`config.mk`:
```
export PLATFORM = sky130hd
export DESIGN_NAME = dac_write_arbiter_flat
export DESIGN_NICKNAME = d
export VERILOG_FILES = /design/src/rtl/dac_write_arbiter_if.sv /design/src/rtl/dac_write_arbiter.sv /design/src/flat_wrapper.sv
export SDC_FILE = /design/constraint.sdc
export NUM_CORES = 1
export LEC_CHECK = 0
export ABC_AREA = 1
export CAP_MARGIN = 15
export CORE_ASPECT_RATIO = 0.9
export CORE_MARGIN = 3
export CORE_UTILIZATION = 45
export DETAILED_ROUTE_END_ITERATION = 6
export PLACE_DENSITY = 0.87
export SLEW_MARGIN = 0
export SYNTH_ARGS = -nofsm -noshare
export SYNTH_HDL_FRONTEND = slang
export SYNTH_SLANG_ARGS = --single-unit
```
`constraint.sdc`:
```
create_clock -name CLOCK_10M -period 2.8 [get_ports CLOCK_10M]
set_clock_uncertainty 0.1 [all_clocks]
set_input_delay 0.84 -clock CLOCK_10M [delete_from_list [all_inputs] [get_ports CLOCK_10M]]
set_output_delay 0.84 -clock CLOCK_10M [all_outputs]
set_load 0.01 [all_outputs]
```
`src/rtl/dac_write_arbiter_if.sv`:
```
// -----------------------------------------------------------------------------
// dac_write_arbiter_if
// Handshake between the DAC write arbiter and one SPI_DAC8531 serializer.
//   DA_TR    trigger, driven by the arbiter, high while a write is launched
//   DA_DATA  16-bit word to serialize, driven by the arbiter
//   DA_OVER  serializer idle flag (1 = idle), driven by the serializer
// Modports: master = arbiter side, slave = serializer side.
// -----------------------------------------------------------------------------
interface dac_write_arbiter_if;
  logic        DA_TR;
  logic [15:0] DA_DATA;
  logic        DA_OVER;

  modport master (output DA_TR, output DA_DATA, input DA_OVER);
  modport slave  (input DA_TR, input DA_DATA, output DA_OVER);
endinterface

```
`src/rtl/dac_write_arbiter.sv`:
```
// -----------------------------------------------------------------------------
// dac_write_arbiter
// Shares one SPI_DAC8531 serializer between NUM_REQ writers. Round-robin
// arbitration, one write in flight, completion tracked through DA_OVER, a
// forced idle gap after every write and a timeout on a hung serializer.
// Ports:
//   CLOCK_10M  system clock, rising edge
//   RESET      synchronous, active-high reset
//   REQ        per-requester write request, held until GNT
//   REQ_DATA   requester k data in bits [16k+15:16k]
//   GNT        one-cycle pulse: requester k data captured
//   DONE       one-cycle pulse: requester k write finished
//   dac        serializer handshake (DA_TR, DA_DATA, DA_OVER)
//   BUSY       high in every state except IDLE
//   ERR        sticky timeout flag
//   LAST_DATA  last value successfully written
// -----------------------------------------------------------------------------
module dac_write_arbiter #(
  parameter int NUM_REQ    = 3,
  parameter int GAP_CYCLES = 100,
  parameter int TIMEOUT    = 1000,
  parameter int SKIP_SAME  = 1
) (
  input  logic                   CLOCK_10M,
  input  logic                   RESET,
  input  logic [NUM_REQ-1:0]     REQ,
  input  logic [16*NUM_REQ-1:0]  REQ_DATA,
  output logic [NUM_REQ-1:0]     GNT,
  output logic [NUM_REQ-1:0]     DONE,
  dac_write_arbiter_if.master    dac,
  output logic                   BUSY,
  output logic                   ERR,
  output logic [15:0]            LAST_DATA
);

  localparam int IW      = (NUM_REQ > 1) ? $clog2(NUM_REQ) : 1;
  localparam int CNT_TOP = (GAP_CYCLES > TIMEOUT) ? GAP_CYCLES : TIMEOUT;
  // LAUNCH also uses the counter (0..2), so it never gets narrower than that.
  localparam int CW      = $clog2(((CNT_TOP > 2) ? CNT_TOP : 2) + 1);

  localparam logic [CW-1:0] CNT_SAT  = '1;
  localparam logic [CW-1:0] TR_LAST  = CW'(2);
  localparam logic [CW-1:0] GAP_LAST = CW'((GAP_CYCLES > 0) ? GAP_CYCLES - 1 : 0);
  localparam logic [CW-1:0] TO_LAST  = CW'((TIMEOUT > 0) ? TIMEOUT - 1 : 0);

  typedef enum logic [2:0] {
    IDLE, LAUNCH, WAIT_BUSY, WAIT_DONE, GAP
  } state_t;

  state_t               state, state_d;
  logic [CW-1:0]        cnt;
  logic [IW-1:0]        ptr;
  logic [NUM_REQ-1:0]   cur_sel;
  logic                 last_valid;
  logic                 skip_pend;

  logic                 win_valid;
  logic [IW-1:0]        win_idx;
  logic [IW-1:0]        cand;
  logic [NUM_REQ-1:0]   win_onehot;
  logic [15:0]          win_data;
  logic                 grant;
  logic                 skip;
  logic                 write_ok;
  logic                 timeout_hit;

  // With no gap configured a finished write goes straight back to IDLE.
  function automatic state_t post_write();
    if (GAP_CYCLES > 0) return GAP;
    return IDLE;
  endfunction

  // Round-robin winner: first set REQ bit searching upward from ptr+1.
  // NOTE: every signal written here gets a default first, so no latch is inferred.
  always_comb begin
    win_valid  = 1'b0;
    win_idx    = ptr;
    cand       = ptr;
    win_onehot = '0;
    for (int i = 1; i <= NUM_REQ; i++) begin
      cand = IW'((int'(ptr) + i) % NUM_REQ);
      if (!win_valid && REQ[cand]) begin
        win_valid = 1'b1;
        win_idx   = cand;
      end
    end
    win_onehot[win_idx] = 1'b1;
  end

  assign win_data = REQ_DATA[{win_idx, 4'b0000} +: 16];
  assign grant    = (state == IDLE) && win_valid && dac.DA_OVER;
  assign skip     = (SKIP_SAME != 0) && last_valid && (win_data == LAST_DATA);

  // State register.
  // NOTE: sequential state uses non-blocking assignments so every flop
  // samples the pre-edge values regardless of process order.
  always_ff @(posedge CLOCK_10M) begin
    if (RESET) state <= IDLE;
    else       state <= state_d;
  end

  // Next-state logic.
  always_comb begin
    state_d = state;
    unique case (state)
      IDLE:      if (grant) state_d = skip ? post_write() : LAUNCH;
      LAUNCH:    if (cnt == TR_LAST) state_d = WAIT_BUSY;
      WAIT_BUSY: if (!dac.DA_OVER) state_d = WAIT_DONE;
                 else if (timeout_hit) state_d = post_write();
      WAIT_DONE: if (write_ok || timeout_hit) state_d = post_write();
      GAP:       if (cnt == GAP_LAST) state_d = IDLE;
      default:   state_d = IDLE;
    endcase
  end

  // Output decode. The first LAUNCH cycle carries GNT, the next two carry TR.
  always_comb begin
    dac.DA_TR   = (state == LAUNCH) && (cnt != '0);
    BUSY        = (state != IDLE);
    write_ok    = (state == WAIT_DONE) && dac.DA_OVER;
    timeout_hit = (cnt == TO_LAST) &&
                  (((state == WAIT_BUSY) && dac.DA_OVER) ||
                   ((state == WAIT_DONE) && !dac.DA_OVER));
  end

  // Per-state cycle counter: cleared on every state change, saturating.
  always_ff @(posedge CLOCK_10M) begin
    if (RESET)                 cnt <= '0;
    else if (state_d != state) cnt <= '0;
    else if (cnt != CNT_SAT)   cnt <= cnt + 1'b1;
  end

  // Datapath and handshake registers.
  always_ff @(posedge CLOCK_10M) begin
    if (RESET) begin
      GNT         <= '0;
      DONE        <= '0;
      dac.DA_DATA <= '0;
      ERR         <= 1'b0;
      LAST_DATA   <= '0;
      last_valid  <= 1'b0;
      ptr         <= IW'(NUM_REQ - 1);
      cur_sel     <= '0;
      skip_pend   <= 1'b0;
    end else begin
      GNT       <= '0;
      DONE      <= '0;
      skip_pend <= 1'b0;
      if (grant) begin
        GNT         <= win_onehot;
        dac.DA_DATA <= win_data;
        ptr         <= win_idx;
        cur_sel     <= win_onehot;
        skip_pend   <= skip;
      end
      // A skipped write completes one cycle after its grant.
      if (skip_pend) DONE <= cur_sel;
      if (write_ok) begin
        DONE       <= cur_sel;
        LAST_DATA  <= dac.DA_DATA;
        last_valid <= 1'b1;
      end
      if (timeout_hit) ERR <= 1'b1;
    end
  end

endmodule

```
`src/flat_wrapper.sv`:
```
// flat-port wrapper written by rule: the top's interface ports become plain ports
module dac_write_arbiter_flat 
#(
  parameter int NUM_REQ    = 3,
  parameter int GAP_CYCLES = 100,
  parameter int TIMEOUT    = 1000,
  parameter int SKIP_SAME  = 1
)
  (CLOCK_10M, RESET, REQ, REQ_DATA, GNT, DONE, BUSY, ERR, LAST_DATA, dac_DA_TR, dac_DA_DATA, dac_DA_OVER);
  dac_write_arbiter_if dac_i ();
  input  logic CLOCK_10M;
  input  logic RESET;
  input  logic [NUM_REQ-1:0] REQ;
  input  logic [16*NUM_REQ-1:0] REQ_DATA;
  output logic [NUM_REQ-1:0] GNT;
  output logic [NUM_REQ-1:0] DONE;
  output logic BUSY;
  output logic ERR;
  output logic [15:0] LAST_DATA;
  output wire logic [$bits(dac_i.DA_TR)-1:0] dac_DA_TR;
  output wire logic [$bits(dac_i.DA_DATA)-1:0] dac_DA_DATA;
  input wire logic [$bits(dac_i.DA_OVER)-1:0] dac_DA_OVER;
  assign dac_DA_TR = dac_i.DA_TR;
  assign dac_DA_DATA = dac_i.DA_DATA;
  assign dac_i.DA_OVER = dac_DA_OVER;
  dac_write_arbiter #(.NUM_REQ(NUM_REQ), .GAP_CYCLES(GAP_CYCLES), .TIMEOUT(TIMEOUT), .SKIP_SAME(SKIP_SAME)) u_core (.CLOCK_10M(CLOCK_10M), .RESET(RESET), .REQ(REQ), .REQ_DATA(REQ_DATA), .GNT(GNT), .DONE(DONE), .dac(dac_i), .BUSY(BUSY), .ERR(ERR), .LAST_DATA(LAST_DATA));
endmodule
```
* Word level (Yosys, flattened, before mapping)
Index checks and enable logic that the tools add are counted.
** Cells by class
- Reductions and logical operators :: 21
- $mul :: 0
- Divide/modulo/power cells :: 3
- Add/subtract/negate cells :: 4
- Eq/ne operators :: 10
- Mux-type cells :: 24
- Bitwise gates (word level) :: 1
- $lt $le $gt $ge :: 5
- Shift-type cells :: 1
** Operator list (number)
- 32-bit by 3-bit remainder unit with 32-bit output (second input constant) :: 3
- 48-bit by 7-bit indexed part select with 16-bit output :: 1
- 3-bit two-way mux :: 9
- 16-bit == test :: 1
- 3-bit case mux with 5 select lines :: 1
- 2-bit by 3-bit < comparator with 1-bit output (second input constant) :: 4
- 1-bit logical AND :: 11
- 10-bit by 1-bit adder with 10-bit output (second input constant) :: 1
- 10-bit == test (second input constant) :: 1
- 10-bit by 2-bit == test with 1-bit output (second input constant) :: 1
- 10-bit by 7-bit == test with 1-bit output (second input constant) :: 1
- 10-bit != test (second input constant) :: 1
- 10-bit nonzero test :: 1
- 1-bit two-way mux :: 7
- 2-bit by 2-bit adder with 3-bit output (second input constant) :: 2
- 1-bit binary-select mux with 2-bit select :: 3
- 3-bit by 2-bit == test with 1-bit output (second input constant) :: 2
- 2-bit two-way mux :: 3
- 2-bit OR reduction :: 2
- 2-bit by 1-bit adder with 3-bit output (second input constant) :: 1
- 3-bit by 1-bit == test with 1-bit output (second input constant) :: 1
- 3-bit == test (second input constant) :: 1
- 1-bit zero test :: 3
- 3-bit zero test :: 1
- 6 further kinds :: 7
** Word-level totals
- Flip-flop bits (word level) :: 59
- RAM bits :: 0
- Bits in latches :: 0
- Input bits :: 54
- Memories kept :: 0
- Bits in read-only memories :: 0
- Output and inout port bits :: 41
- Word-level logic and storage cells :: 80

* Logic depth before layout (Yosys ltp)
Gate-level depths: netlist of the first run.
- Depth in word-level cells :: 19
- Mapped depth :: 27

* Least setup slack after synthesis of the first run
No wires, ideal clock.
- Kind :: reg-to-reg
- From :: reg u_core.ptr[0]
- To :: reg u_core.cnt[6]
- Arrival time :: 2.689 ns
- Buffers on the path :: 1
- Cell stages (with the launch flop) :: 24
- Period minus slack after synthesis :: 2.911 ns
- Setup time :: 0.122 ns
- Required time :: 2.578 ns
- Slack :: -0.111 ns
- Path through :: dfxtp_1 > inv_1 > ha_1 > inv_2 > nand2_1 > nand2_1 > nand2_4 > nand2_2 > clkinv_2 > o21ai_2 > nand2_8 > nand2_4 > buf_8 > nand3b_2 > nand3_2 > nand2_1 > nand2_1 > nand3_1 > nor2_2 > nand3_1 > nand2_2 > nand3_1 > nand2_4 > nor3_2
** Between the ends
- Cells in the longest elaborated chain, start to end :: 19
** RTL lines
- start: declaration :: RTL line dac_write_arbiter.sv:52 : logic [IW-1:0] ptr;
- start signal: assignment :: RTL line dac_write_arbiter.sv:142 : ptr <= IW'(NUM_REQ - 1);
- start signal: assignment :: RTL line dac_write_arbiter.sv:152 : ptr <= win_idx;
- 2-bit by 1-bit adder with 3-bit output :: RTL line dac_write_arbiter.sv:81 : cand = IW'((int'(ptr) + i) % NUM_REQ);
- 32-bit by 3-bit remainder unit with 32-bit output :: RTL line dac_write_arbiter.sv:81
- 1-bit binary-select mux with 2-bit select :: RTL line dac_write_arbiter.sv:82 : if (!win_valid && REQ[cand]) begin
- 1-bit two-way mux (implied by the code) :: RTL line dac_write_arbiter.sv:82
- 1-bit two-way mux :: RTL line dac_write_arbiter.sv:82
- 1-bit zero test :: RTL line dac_write_arbiter.sv:82
- 1-bit logical AND :: RTL line dac_write_arbiter.sv:82
- 1-bit two-way mux :: RTL line dac_write_arbiter.sv:82
- [... 3 more ...]
- 48-bit by 7-bit indexed part select with 16-bit output :: RTL line dac_write_arbiter.sv:90 : assign win_data = REQ_DATA[{win_idx, 4'b0000} +: 16];
- 16-bit == test :: RTL line dac_write_arbiter.sv:92 : assign skip = (SKIP_SAME != 0) && last_valid && (win_data == LAST_DATA);
- 1-bit logical AND :: RTL line dac_write_arbiter.sv:92
- 3-bit two-way mux :: RTL line dac_write_arbiter.sv:106 : IDLE: if (grant) state_d = skip ? post_write() : LAUNCH;
- 3-bit two-way mux * :: RTL line dac_write_arbiter.sv:106
- 3-bit case mux with 5 select lines * :: RTL line dac_write_arbiter.sv:105 : unique case (state)
- 3-bit != test * :: RTL line dac_write_arbiter.sv:129 : else if (state_d != state) cnt <= '0;
- 2-bit OR reduction (no source line) *
- end signal: assignment :: RTL line dac_write_arbiter.sv:130 : else if (cnt != CNT_SAT) cnt <= cnt + 1'b1;
- end: declaration :: RTL line dac_write_arbiter.sv:51 : logic [CW-1:0] cnt;
Mark *: on every way between the ends. The rest lies on a longest branch, timed or not. The select of a mux whose other input is x is not followed.
A chain may end at the register's enable or synchronous reset.

* Worst setup path after layout of the first run
- From :: reg u_core.ptr[0]
- To :: reg u_core.skip_pend
** Between the ends
- Cells in the longest elaborated chain, start to end :: 15
** RTL lines
- branches (longest 15 deep; another with 32-bit by 3-bit remainder unit with 32-bit output)
- end signal: assignment :: RTL line dac_write_arbiter.sv:154 : skip_pend <= skip;
- end: declaration :: RTL line dac_write_arbiter.sv:55 : logic skip_pend;
Parallel ways; which one is timed is not known. The select of a mux whose other input is x is not followed.

==> impl_results.md, run 1 <==
- Outcome: complete, but fails checks
- Failing checks: DRC, setup timing
- CP most frequent cell: buf_4
- Post-synthesis cell area: 3719 um^2
- CP max stage cell: dfxtp_4
- RSZ-0062 raised after global routing: true
- Nets@finish: 804
- CP Data Required Time: 3000 ps
- Asr flop ratio synth: 0%
- Hold_ws: 353.0 ps
- Die ar.: 9392 um^2
- Final-layout fill cell count: 371
- Clock Latency Late Sink: 370 ps
- Total core area: 7770 um^2
- Data arrival, critical path: 3760 ps
- Period utilization: 127.3%
- CTS Buf Count: 9
- Max Cap Viol: 0
- EDFF count, synth: 0
- Post-route setup slack: -764.7 ps
- Gr usage total: 32.44%
- Input/output buffers: 94
- Final WL: 19030 um
- Starting Density: 47.86%
- Kind of end point of the critical path: flip-flop
- Worst-path fanout max: 5
- WL/cell: 22.57 um
- Clock transition at path regs: 90 ps
- HP Class: reg -> reg
- Final Setup Violations: 15
- Synth unique cells: 40
- ANT nets after route: 0
- Placed Instances: 780
- WS Path Type: reg -> reg
- Synth Area in XOR/XNOR: 1.649%
- Vias/cell: 6.495
- Syn_area_per_cell: 6.836 um^2
- Final Wtd Congestion: 0.8973
- Drt initial violations: 868
- CTS root buffer: clkbuf_8
- Crit path cell chain: buf_6 -> ha_4 -> nor2_1 -> nor2_1 -> nand2_2 -> nand2_4 -> nand3_4 -> buf_6 -> a21oi_4 -> buf_6 -> nand2_1 -> nand4_1 -> buf_4 -> buf_4 -> buf_4 -> buf_4 -> nand3_1 -> nor4_2 -> nand3b_1 -> nor2_1
- Vias: 5475
- Fin. Hold Viols: 0
- Max Slew Vio Count: 0
- Crit-path max cell delay: 390 ps
- Adder-Cell Fraction of Synth Area: 2.355%
- Num rows: 30
- ANT cells: 0
- First-pass GRT wire length: 24090 um
- Sink Count: 59
- Post-synthesis compound-gate area fraction: 13.12%
- Final Core Density: 80.85%
- Relative slew slack: 48.87%
- DR pass1 iterations: 7
- Gr ovfl total: 0
- Total number of yosys warnings: 0
- Synth Area in Simple Gates: 40.61%
- Clock buffer depth: 2
- Initial antenna violation count: 0
- Flop2flop setup slack: -760 ps
- H-tree depth: 3
- Post-synth top flop: dfxtp_1
- Largest net degree at the start of global routing: 30
- Fmax: 280.5 MHz
- Fraction of layout cells with a size suffix above 1: 35.74%
- Area grow syn2layout: 68.94%
- Sequential fraction of the synthesis area: 31.76%
- CTS tree: done
- DRC viols: 45
- Yosys reg bits: 59
- Fin cells: 843
- Number of global-route vias before repair: 5050
- Kind of start point of the critical path: flip-flop
- Die Y: 92.24 um
- Die Width: 101.8 um
- Largest family of logic cells by synthesized area: simple AND/OR/NAND/NOR gates
- Syn_nets: 605
- Setup TNS: -8548 ps
- Io pins: 95
- Worst Tran Pin Value: 761.1 ps
- Mux cell area share after synthesis: 0%
- Gate count after technology mapping: 544
- Fin crit period: 3565 ps
- HPWL Detailed: 8806 um
## worst paths after layout
| path | startpoint | to | cells after the start |
|---|---|---|---|
| hold reg to reg | u_core.ERR | u_core.ERR | 2 |
| hold / removal | u_core.ERR | u_core.ERR | 2 |
| setup / recovery | u_core.ptr[0] | u_core.skip_pend | 20 |
| setup reg to reg | u_core.ptr[0] | u_core.skip_pend | 20 |
## per-stage QoR
stage                     setup WS [ps]  cell area, um^2
final                            -764.7             6282
after global routing             -768.8             6282
after CTS                        -240.7             5864
after detailed placement         -977.5             5235
after global placement           -863.0             5235
after floorplan                  -81.48             3770
## cell usage in the layout (no fill, tap or decap), drive strengths merged, types with 7 or more instances in the layout
cell type,synthesis,routed
buf,7,109
nand3,62,63
nor3,21,21
nand2,141,143
clkbuf,10,11
dfxtp,59,59
ha,7,7
nor2,35,35
o21ai,38,38
nand4,18,18
a21oi,41,41
nand3b,11,11
inv,74,74
clkdlybuf4s50,0,91
## critical path, delay by kind of cell (launching register included)
family / cells / cell delay (ps)
AOI/OAI and AO/OA: 1 / 230
adders and majority gates: 1 / 170
buffers and inverters: 7 / 880
DFF: 1 / 390
and+or+nand+nor: 11 / 1690
## Yosys cell counts, types with 6 or more instances
cell      number  share of area, %
a21oi_1       40               5.4
nor3_2        10               2.7
nand4_1       18               3.0
nand2_2        7               1.2
nand3_1       50               6.7
nor2_1        30               3.0
clkbuf_1      10               1.0
o21ai_0       37               5.0
inv_1         70               7.1
nand3b_1       7               1.4
nor3_1        11               1.5
xor2_1         6               1.4
dfxtp_1       59                32
nand3_2       10               2.7
ha_1           7               2.4
nand2_1      129                13
## repair_timing
| item | CTS | global route |
|---|---|---|
| gates resized for setup | 64 | 79 |
| hold buffers | 0 | 0 |
| pin swaps | 39 | 56 |
| setup buffers | 24 | 23 |
| gates cloned | 4 | 1 |
| setup endpoints to repair | 14 | 16 |
## cell type report
type,count,area (um^2),area share (%)
repair buffers,202,1834,29.20
clock buffers,10,137.6,2.191
inverters,76,300.3,4.780
multi-input cells,395,2624,41.76
well taps,96,120.1,1.912
flip-flops and latches,59,1189,18.92
clock inverters,5,77.57,1.235
## cells by family (layout without fill, tap and decap cells)
group	after synthesis	count (layout)
buf+inv	93	293
simple gates	290	293
fa+ha+maj	7	7
flops	59	59
xor+xnor	7	7
compound gates	88	88
## state kept, by name (all words and copies together), names as in the netlist
| register | count |
|---|---|
| u_core.LAST_DATA | 16 |
| u_core.dac.DA_DATA | 16 |
| u_core.cnt | 10 |
| u_core.DONE | 3 |
| u_core.GNT | 3 |
| u_core.cur_sel | 3 |
| u_core.state | 3 |
| u_core.ptr | 2 |
| u_core.ERR | 1 |
| u_core.last_valid | 1 |
| u_core.skip_pend | 1 |
## layer usage
metal | up-vias | share of wire [%] | track usage (%) | wire length [um]
met5 | - | 0 | 0 | 0
met4 | 0 | 10 | 21.09 | 1989
met3 | 249 | 13 | 9.582 | 2494
met2 | 580 | 43 | 53.49 | 8245
met1 | 2447 | 33 | 35.82 | 6300
li1 | 2199 | - | - | -
Power of run 1 is not shown: default switching activity piles up to over one toggle a cycle in this logic, so the estimate is an artifact.
==> run 2, diff against run 1 <==
- TNS_END_PERCENT: default -> 1
==> impl_results.md, run 2 (same netlist as run 1, synthesis figures left out) <==
- Sink Count: 59 (unchanged)
- Most common cell after layout, fill and taps aside: nand2_1 (was buf_4)
- HP Class: reg -> reg (unchanged)
- Io pins: 95 (unchanged)
- CTS Buf Count: 9 (unchanged)
- H-tree depth: 3 (unchanged)
- CTS Hold Bufs: 0 (unchanged)
- Largest net degree at the start of global routing: 34 (was 30)
- Fin crit period: 3532 ps (was 3565 ps)
- Fraction of layout cells with a size suffix above 1: 29.13% (was 35.74%)
- Post-route setup slack: -731.8 ps (was -764.7 ps)
- Nets@finish: 770 (was 804)
- Die Y: 92.24 um (unchanged)
- Kind of end point of the critical path: flip-flop (unchanged)
- Starting Density: 47.86% (unchanged)
- Area grow syn2layout: 59.56% (was 68.94%)
- Max Cap Viol: 0 (unchanged)
- First-pass GRT wire length: 21520 um (was 24090 um)
- DRC viols: 0 (was 45)
- Die ar.: 9392 um^2 (unchanged)
- Vias: 5022 (was 5475)
- Worst R2R Path Depth: 22 (was 20)
- CTS tree: done (unchanged)
- CP Data Required Time: 2990 ps (was 3000 ps)
- Drt initial violations: 714 (was 868)
- Total core area: 7770 um^2 (unchanged)
- Clock Latency Late Sink: 370 ps (about the same)
- Setup TNS: -7982 ps (was -8548 ps)
- RSZ-0062 raised after global routing: true (unchanged)
- Gr ovfl total: 0 (unchanged)
- Gr usage total: 28.99% (was 32.44%)
- Data arrival, critical path: 3720 ps (was 3760 ps)
- CP most frequent cell: nand2_1 (was buf_4)
- Max Slew Vio Count: 0 (unchanged)
- Vias/cell: 6.200 (was 6.495)
- Clock transition at path regs: 70 ps (was 90 ps)
- Die Width: 101.8 um (unchanged)
- Crit-path max cell delay: 340 ps (was 390 ps)
- Most frequent cells in the layout: 94 x nand2_1, 91 x clkdlybuf4s50_1, 66 x inv_1 (was 93 x buf_4, 91 x clkdlybuf4s50_1, 76 x nand2_1)
- Period utilization: 126.1% (was 127.3%)
- Initial antenna violation count: 0 (unchanged)
- CTS root buffer: clkbuf_8 (unchanged)
- ANT cells: 0 (unchanged)
- Hold_ws: 351.8 ps (was 353.0 ps)
- Num rows: 30 (unchanged)
- Failing checks: setup timing (was DRC, setup timing)
- Final Wtd Congestion: 0.8749 (was 0.8973)
- Final-layout fill cell count: 440 (was 371)
- Hold depth: 2 (unchanged)
- WL/cell: 20.06 um (was 22.57 um)
- Cell Area, Placed: 5229 um^2 (was 5235 um^2)
- HPWL Detailed: 9172 um (was 8806 um)
- Clock buffer depth: 2 (unchanged)
- Outcome: complete, but fails checks (unchanged)
- Crit path cell chain: inv_2 -> ha_4 -> inv_1 -> nand2_1 -> nand2_1 -> nand2_1 -> nand2_2 -> nand2_1 -> nand2_1 -> nand2_2 -> a21oi_4 -> buf_12 -> nand2_2 -> nand4_1 -> nand2_1 -> nor2_1 -> nand2_1 -> nor2_2 -> nand4_1 -> nand3_4 -> nand3_4 -> nor3_4 (was buf_6 -> ha_4 -> nor2_1 -> nor2_1 -> nand2_2 -> nand2_4 -> nand3_4 -> buf_6 -> a21oi_4 -> buf_6 -> nand2_1 -> nand4_1 -> buf_4 -> buf_4 -> buf_4 -> buf_4 -> nand3_1 -> nor4_2 -> nand3b_1 -> nor2_1)
- Number of global-route vias before repair: 4576 (was 5050)
- Fin. Hold Viols: 0 (unchanged)
- Sequential Area: 1187 um^2 (was 1189 um^2)
- Kind of start point of the critical path: flip-flop (unchanged)
- DR pass1 iterations: 6 (was 7)
- Input/output buffers: 94 (unchanged)
- Worst Tran Pin Value: 972.2 ps (was 761.1 ps)
- WS Path Type: reg -> reg (unchanged)
- ANT nets after route: 0 (unchanged)
- Worst-path fanout max: 17 (was 5)
- Buf+Inv Stages, Crit Path: 3 (was 7)
- Setup slack after placement: -1010 ps (was -977.5 ps)
- Largest registers: u_core.LAST_DATA x16, u_core.dac.DA_DATA x16, u_core.cnt x10 (unchanged)
- Footprint of the multi-input gates: 2536 um^2 (was 2624 um^2)
- Final Setup Violations: 15 (unchanged)
- Relative slew slack: 35.11% (was 48.87%)
- CP max stage cell: dfxtp_2 (was dfxtp_4)
- Final WL: 16250 um (was 19030 um)
- Fmax: 283.1 MHz (was 280.5 MHz)
- Largest delay share family, worst path: simple AND/OR/NAND/NOR gates (unchanged)
- Worst path depth: 22 (was 20)
- Design Area, Final: 5933 um^2 (was 6282 um^2)
## run 2: cell types whose count changed in the layout (fill, tap and decap cells not counted), moves of 3 or more
| cell | previous run | this run |
|---|---|---|
| a21oi_1 | 37 | 40 |
| buf_4 | 93 | 64 |
| buf_6 | 11 | 7 |
| inv_2 | 4 | 7 |
| nand2_1 | 76 | 94 |
| nand2_2 | 51 | 33 |
| nand3_1 | 30 | 38 |
| nand3_2 | 27 | 17 |
## run 2: through the flow
step,util (%),instances
floorplan,-,544
global placement,67.29,784
detailed placement,67.29,784
CTS,72.32,804
global route,76.36,810
finish,76.36,810
## run 2: path summary, 6_finish.rpt
kind                               startpoint             to  slack (ps)
worst max register to register  u_core.ptr[0]  u_core.cnt[6]        -730
worst min register to register     u_core.ERR     u_core.ERR         350
worst max-delay path            u_core.ptr[0]  u_core.cnt[6]        -730
worst min-delay path               u_core.ERR     u_core.ERR         350
## run 2: area by class of cell
class                      instances  area share, %
tap                               96          2.024
clock inverter                     6          1.497
timing repair buffer             169          26.47
inverter                          76          4.935
clock buffer                      10          2.320
multi-input combinational        394          42.75
sequential                        59          20.01
## run 2: per-layer routing
| layer | wire length, um | global-route usage [%] | vias up |
|---|---|---|---|
| li1 | - | - | 2129 |
| met1 | 5619 | 32.79 | 2240 |
| met2 | 7398 | 47.44 | 496 |
| met3 | 2089 | 9.886 | 157 |
| met4 | 1143 | 15.85 | 0 |
| met5 | 0 | 0 | - |
## run 2: worst min-delay path, cell delays in order (launching register included)
cell	delay [ps]
dfxtp_1	310
inv_1	50
a21oi_1	50
## run 2: what timing repair did
action | CTS | global route
endpoints found under the setup margin | 14 | 14
resized for setup | 36 | 74
buffers inserted | 2 | 6
pin swaps | 23 | 41
gates cloned | 2 | 0
Power of run 2 is left out for the same reason.
==> run 3, diff against run 2 <==
- CORE_ASPECT_RATIO: 0.9 -> 0.5
==> impl_results.md, run 3 (same netlist as run 1, synthesis figures left out) <==
- Worst-path fanout max: 21 (was 17)
- DRC viols: 0 (unchanged)
- GRT met2 Usage: 48.78% (was 47.44%)
- Relative slew slack: 39.52% (was 35.11%)
- Crit-path max cell delay: 350 ps (was 340 ps)
- Kind of start point of the critical path: flip-flop (unchanged)
- Fraction of layout cells with a size suffix above 1: 28.49% (was 29.13%)
- CTS root buffer: clkbuf_16 (was clkbuf_8)
- Clock transition at path regs: 60 ps (was 70 ps)
- Clock buffer depth: 2 (unchanged)
- Worst r2r src: u_core.ptr[0] (unchanged)
- Worst R2R Path Depth: 24 (was 22)
- Die Y: 70.28 um (was 92.24 um)
- Clock Latency Late Sink: 340 ps (was 370 ps)
- Vias/cell: 5.987 (was 6.200)
- Initial antenna violation count: 0 (unchanged)
- Area grow syn2layout: 60.26% (was 59.56%)
- Cell Area, Placed: 5234 um^2 (was 5229 um^2)
- Total core area: 7652 um^2 (was 7770 um^2)
- Fin. Hold Viols: 0 (unchanged)
- Max Cap Viol: 0 (unchanged)
- ANT cells: 0 (unchanged)
- WS Path Type: reg -> reg (unchanged)
- Crit path cell chain: inv_2 -> buf_4 -> ha_1 -> inv_2 -> nand2_1 -> nand2_1 -> nand2_2 -> nand3_4 -> nor2_4 -> buf_4 -> inv_2 -> nand2_8 -> nand3b_1 -> nand3_1 -> nand2_1 -> nand2_1 -> inv_1 -> nand3_1 -> nor2_2 -> nand4_1 -> nand2_1 -> nand2_2 -> nand3_4 -> nor3_4 (was inv_2 -> ha_4 -> inv_1 -> nand2_1 -> nand2_1 -> nand2_1 -> nand2_2 -> nand2_1 -> nand2_1 -> nand2_2 -> a21oi_4 -> buf_12 -> nand2_2 -> nand4_1 -> nand2_1 -> nor2_1 -> nand2_1 -> nor2_2 -> nand4_1 -> nand3_4 -> nand3_4 -> nor3_4)
- Hold Path Origin: u_core.ERR (unchanged)
- CP Data Required Time: 2910 ps (was 2990 ps)
- Gr ovfl total: 0 (unchanged)
- Largest net degree at the start of global routing: 34 (unchanged)
- Outcome: complete, but fails checks (unchanged)
- Most frequent cells in the layout: 98 x nand2_1, 91 x clkdlybuf4s50_1, 69 x buf_4 (was 94 x nand2_1, 91 x clkdlybuf4s50_1, 66 x inv_1)
- Hold depth: 2 (unchanged)
- Fin crit period: 3536 ps (was 3532 ps)
- Worst Tran Pin Value: 906.2 ps (was 972.2 ps)
- Die ar.: 9457 um^2 (was 9392 um^2)
- Input/output buffers: 94 (unchanged)
- WL/cell: 19.27 um (was 20.06 um)
- Post-route setup slack: -735.7 ps (was -731.8 ps)
- RSZ-0062 raised after global routing: true (unchanged)
- Io pins: 95 (unchanged)
- Max Slew Vio Count: 0 (unchanged)
- Fmax: 282.8 MHz (was 283.1 MHz)
- Num rows: 22 (was 30)
- Top Usage Layer GRT: met2 (unchanged)
- CTS tree: done (unchanged)
- First-pass GRT wire length: 21820 um (was 21520 um)
- Kind of end point of the critical path: flip-flop (unchanged)
- HPWL Detailed: 8502 um (was 9172 um)
- Gr usage total: 28.64% (was 28.99%)
- Final Wtd Congestion: 0.9000 (was 0.8749)
- CP max stage cell: dfxtp_2 (unchanged)
- HP Class: reg -> reg (unchanged)
- Drt initial violations: 780 (was 714)
- Starting Density: 48.59% (was 47.86%)
- H-tree depth: 3 (unchanged)
- Most common cell after layout, fill and taps aside: nand2_1 (unchanged)
- CP most frequent cell: nand2_1 (unchanged)
- Design Area, Final: 5959 um^2 (was 5933 um^2)
- Met1 GRT Util: 34.93% (was 32.79%)
- ANT nets after route: 0 (unchanged)
- CTS Buf Count: 9 (unchanged)
- Vias: 4933 (was 5022)
- CTS Hold Bufs: 0 (unchanged)
- Largest registers: u_core.LAST_DATA x16, u_core.dac.DA_DATA x16, u_core.cnt x10 (unchanged)
- Final WL: 15880 um (was 16250 um)
- Global Route met3 Usage: 6.115% (was 9.886%)
- Number of global-route vias before repair: 4541 (was 4576)
- Final Setup Violations: 13 (was 15)
- Failing checks: setup timing (unchanged)
- Sink Count: 59 (unchanged)
- Nets@finish: 772 (was 770)
- Critical Path Source: u_core.ptr[0] (unchanged)
- DR pass1 iterations: 6 (unchanged)
- Data arrival, critical path: 3640 ps (was 3720 ps)
- Die Width: 134.6 um (was 101.8 um)
- Period utilization: 126.3% (was 126.1%)
==> run 3: cell types whose count changed in the layout (fill, tap and decap cells not counted), sizes merged <==
| cell | change |
|---|---|
| bufinv | -1 |
| clkdlybuf4s15 | -1 |
| inv | +1 |
| clkinv | -3 |
| nand2 | -1 |
| buf | +5 |
| clkbuf | +2 |
==> run 3: repair_timing <==
action / 4_1_cts / 5_1_grt
gates cloned: 1 / 1
buffers inserted: 7 / 6
resized for setup: 50 / 40
endpoints found under the setup margin: 13 / 14
pin swaps: 21 / 26
==> run 3: final timing paths <==
| kind | slack, ps | endpoint |
|---|---|---|
| setup / recovery | -740 | u_core.cnt[6] |
| setup reg to reg | -740 | u_core.cnt[6] |
| hold / removal | 350 | u_core.ERR |
| hold reg to reg | 350 | u_core.ERR |
==> run 3: layer usage <==
metal	vias up	wire, um
met5	-	0
met4	0	1183
met3	140	1740
met2	437	7111
met1	2218	5844
li1	2138	-
==> run 3: cell type report <==
type                    count  area (um^2)
fillers                   417         1693
inverters                  76        292.8
clock inverters             3        45.04
clock buffers              13        270.3
well taps                 108        135.1
multi-input cells         393         2427
flip-flops and latches     59         1186
repair buffers            172         1603
==> run 3: critical path: cells and delay by family (launching register included) <==
family | cells | cell delay [ps]
buf+inv | 6 | 570
flops | 1 | 350
fa+ha+maj | 1 | 200
simple gates | 17 | 2170
==> run 3: per-stage QoR <==
| step | setup TNS, ps | util [%] | instances | setup slack, ps | hold WS, ps |
|---|---|---|---|---|---|
| after CTS | -4503 | 74.92 | 817 | -429.6 | 350.6 |
| after global routing | -9780 | 77.88 | 824 | -855.4 | 374.3 |
| after global placement | -14570 | 68.39 | 793 | -976.8 | 335.7 |
| final | -8185 | 77.88 | 824 | -735.7 | 347.6 |
| after detailed placement | -17180 | 68.39 | 793 | -1094 | 337.2 |
| after floorplan | -825.3 | - | 544 | -85.38 | 323.3 |
Power of run 3 is left out for the same reason.
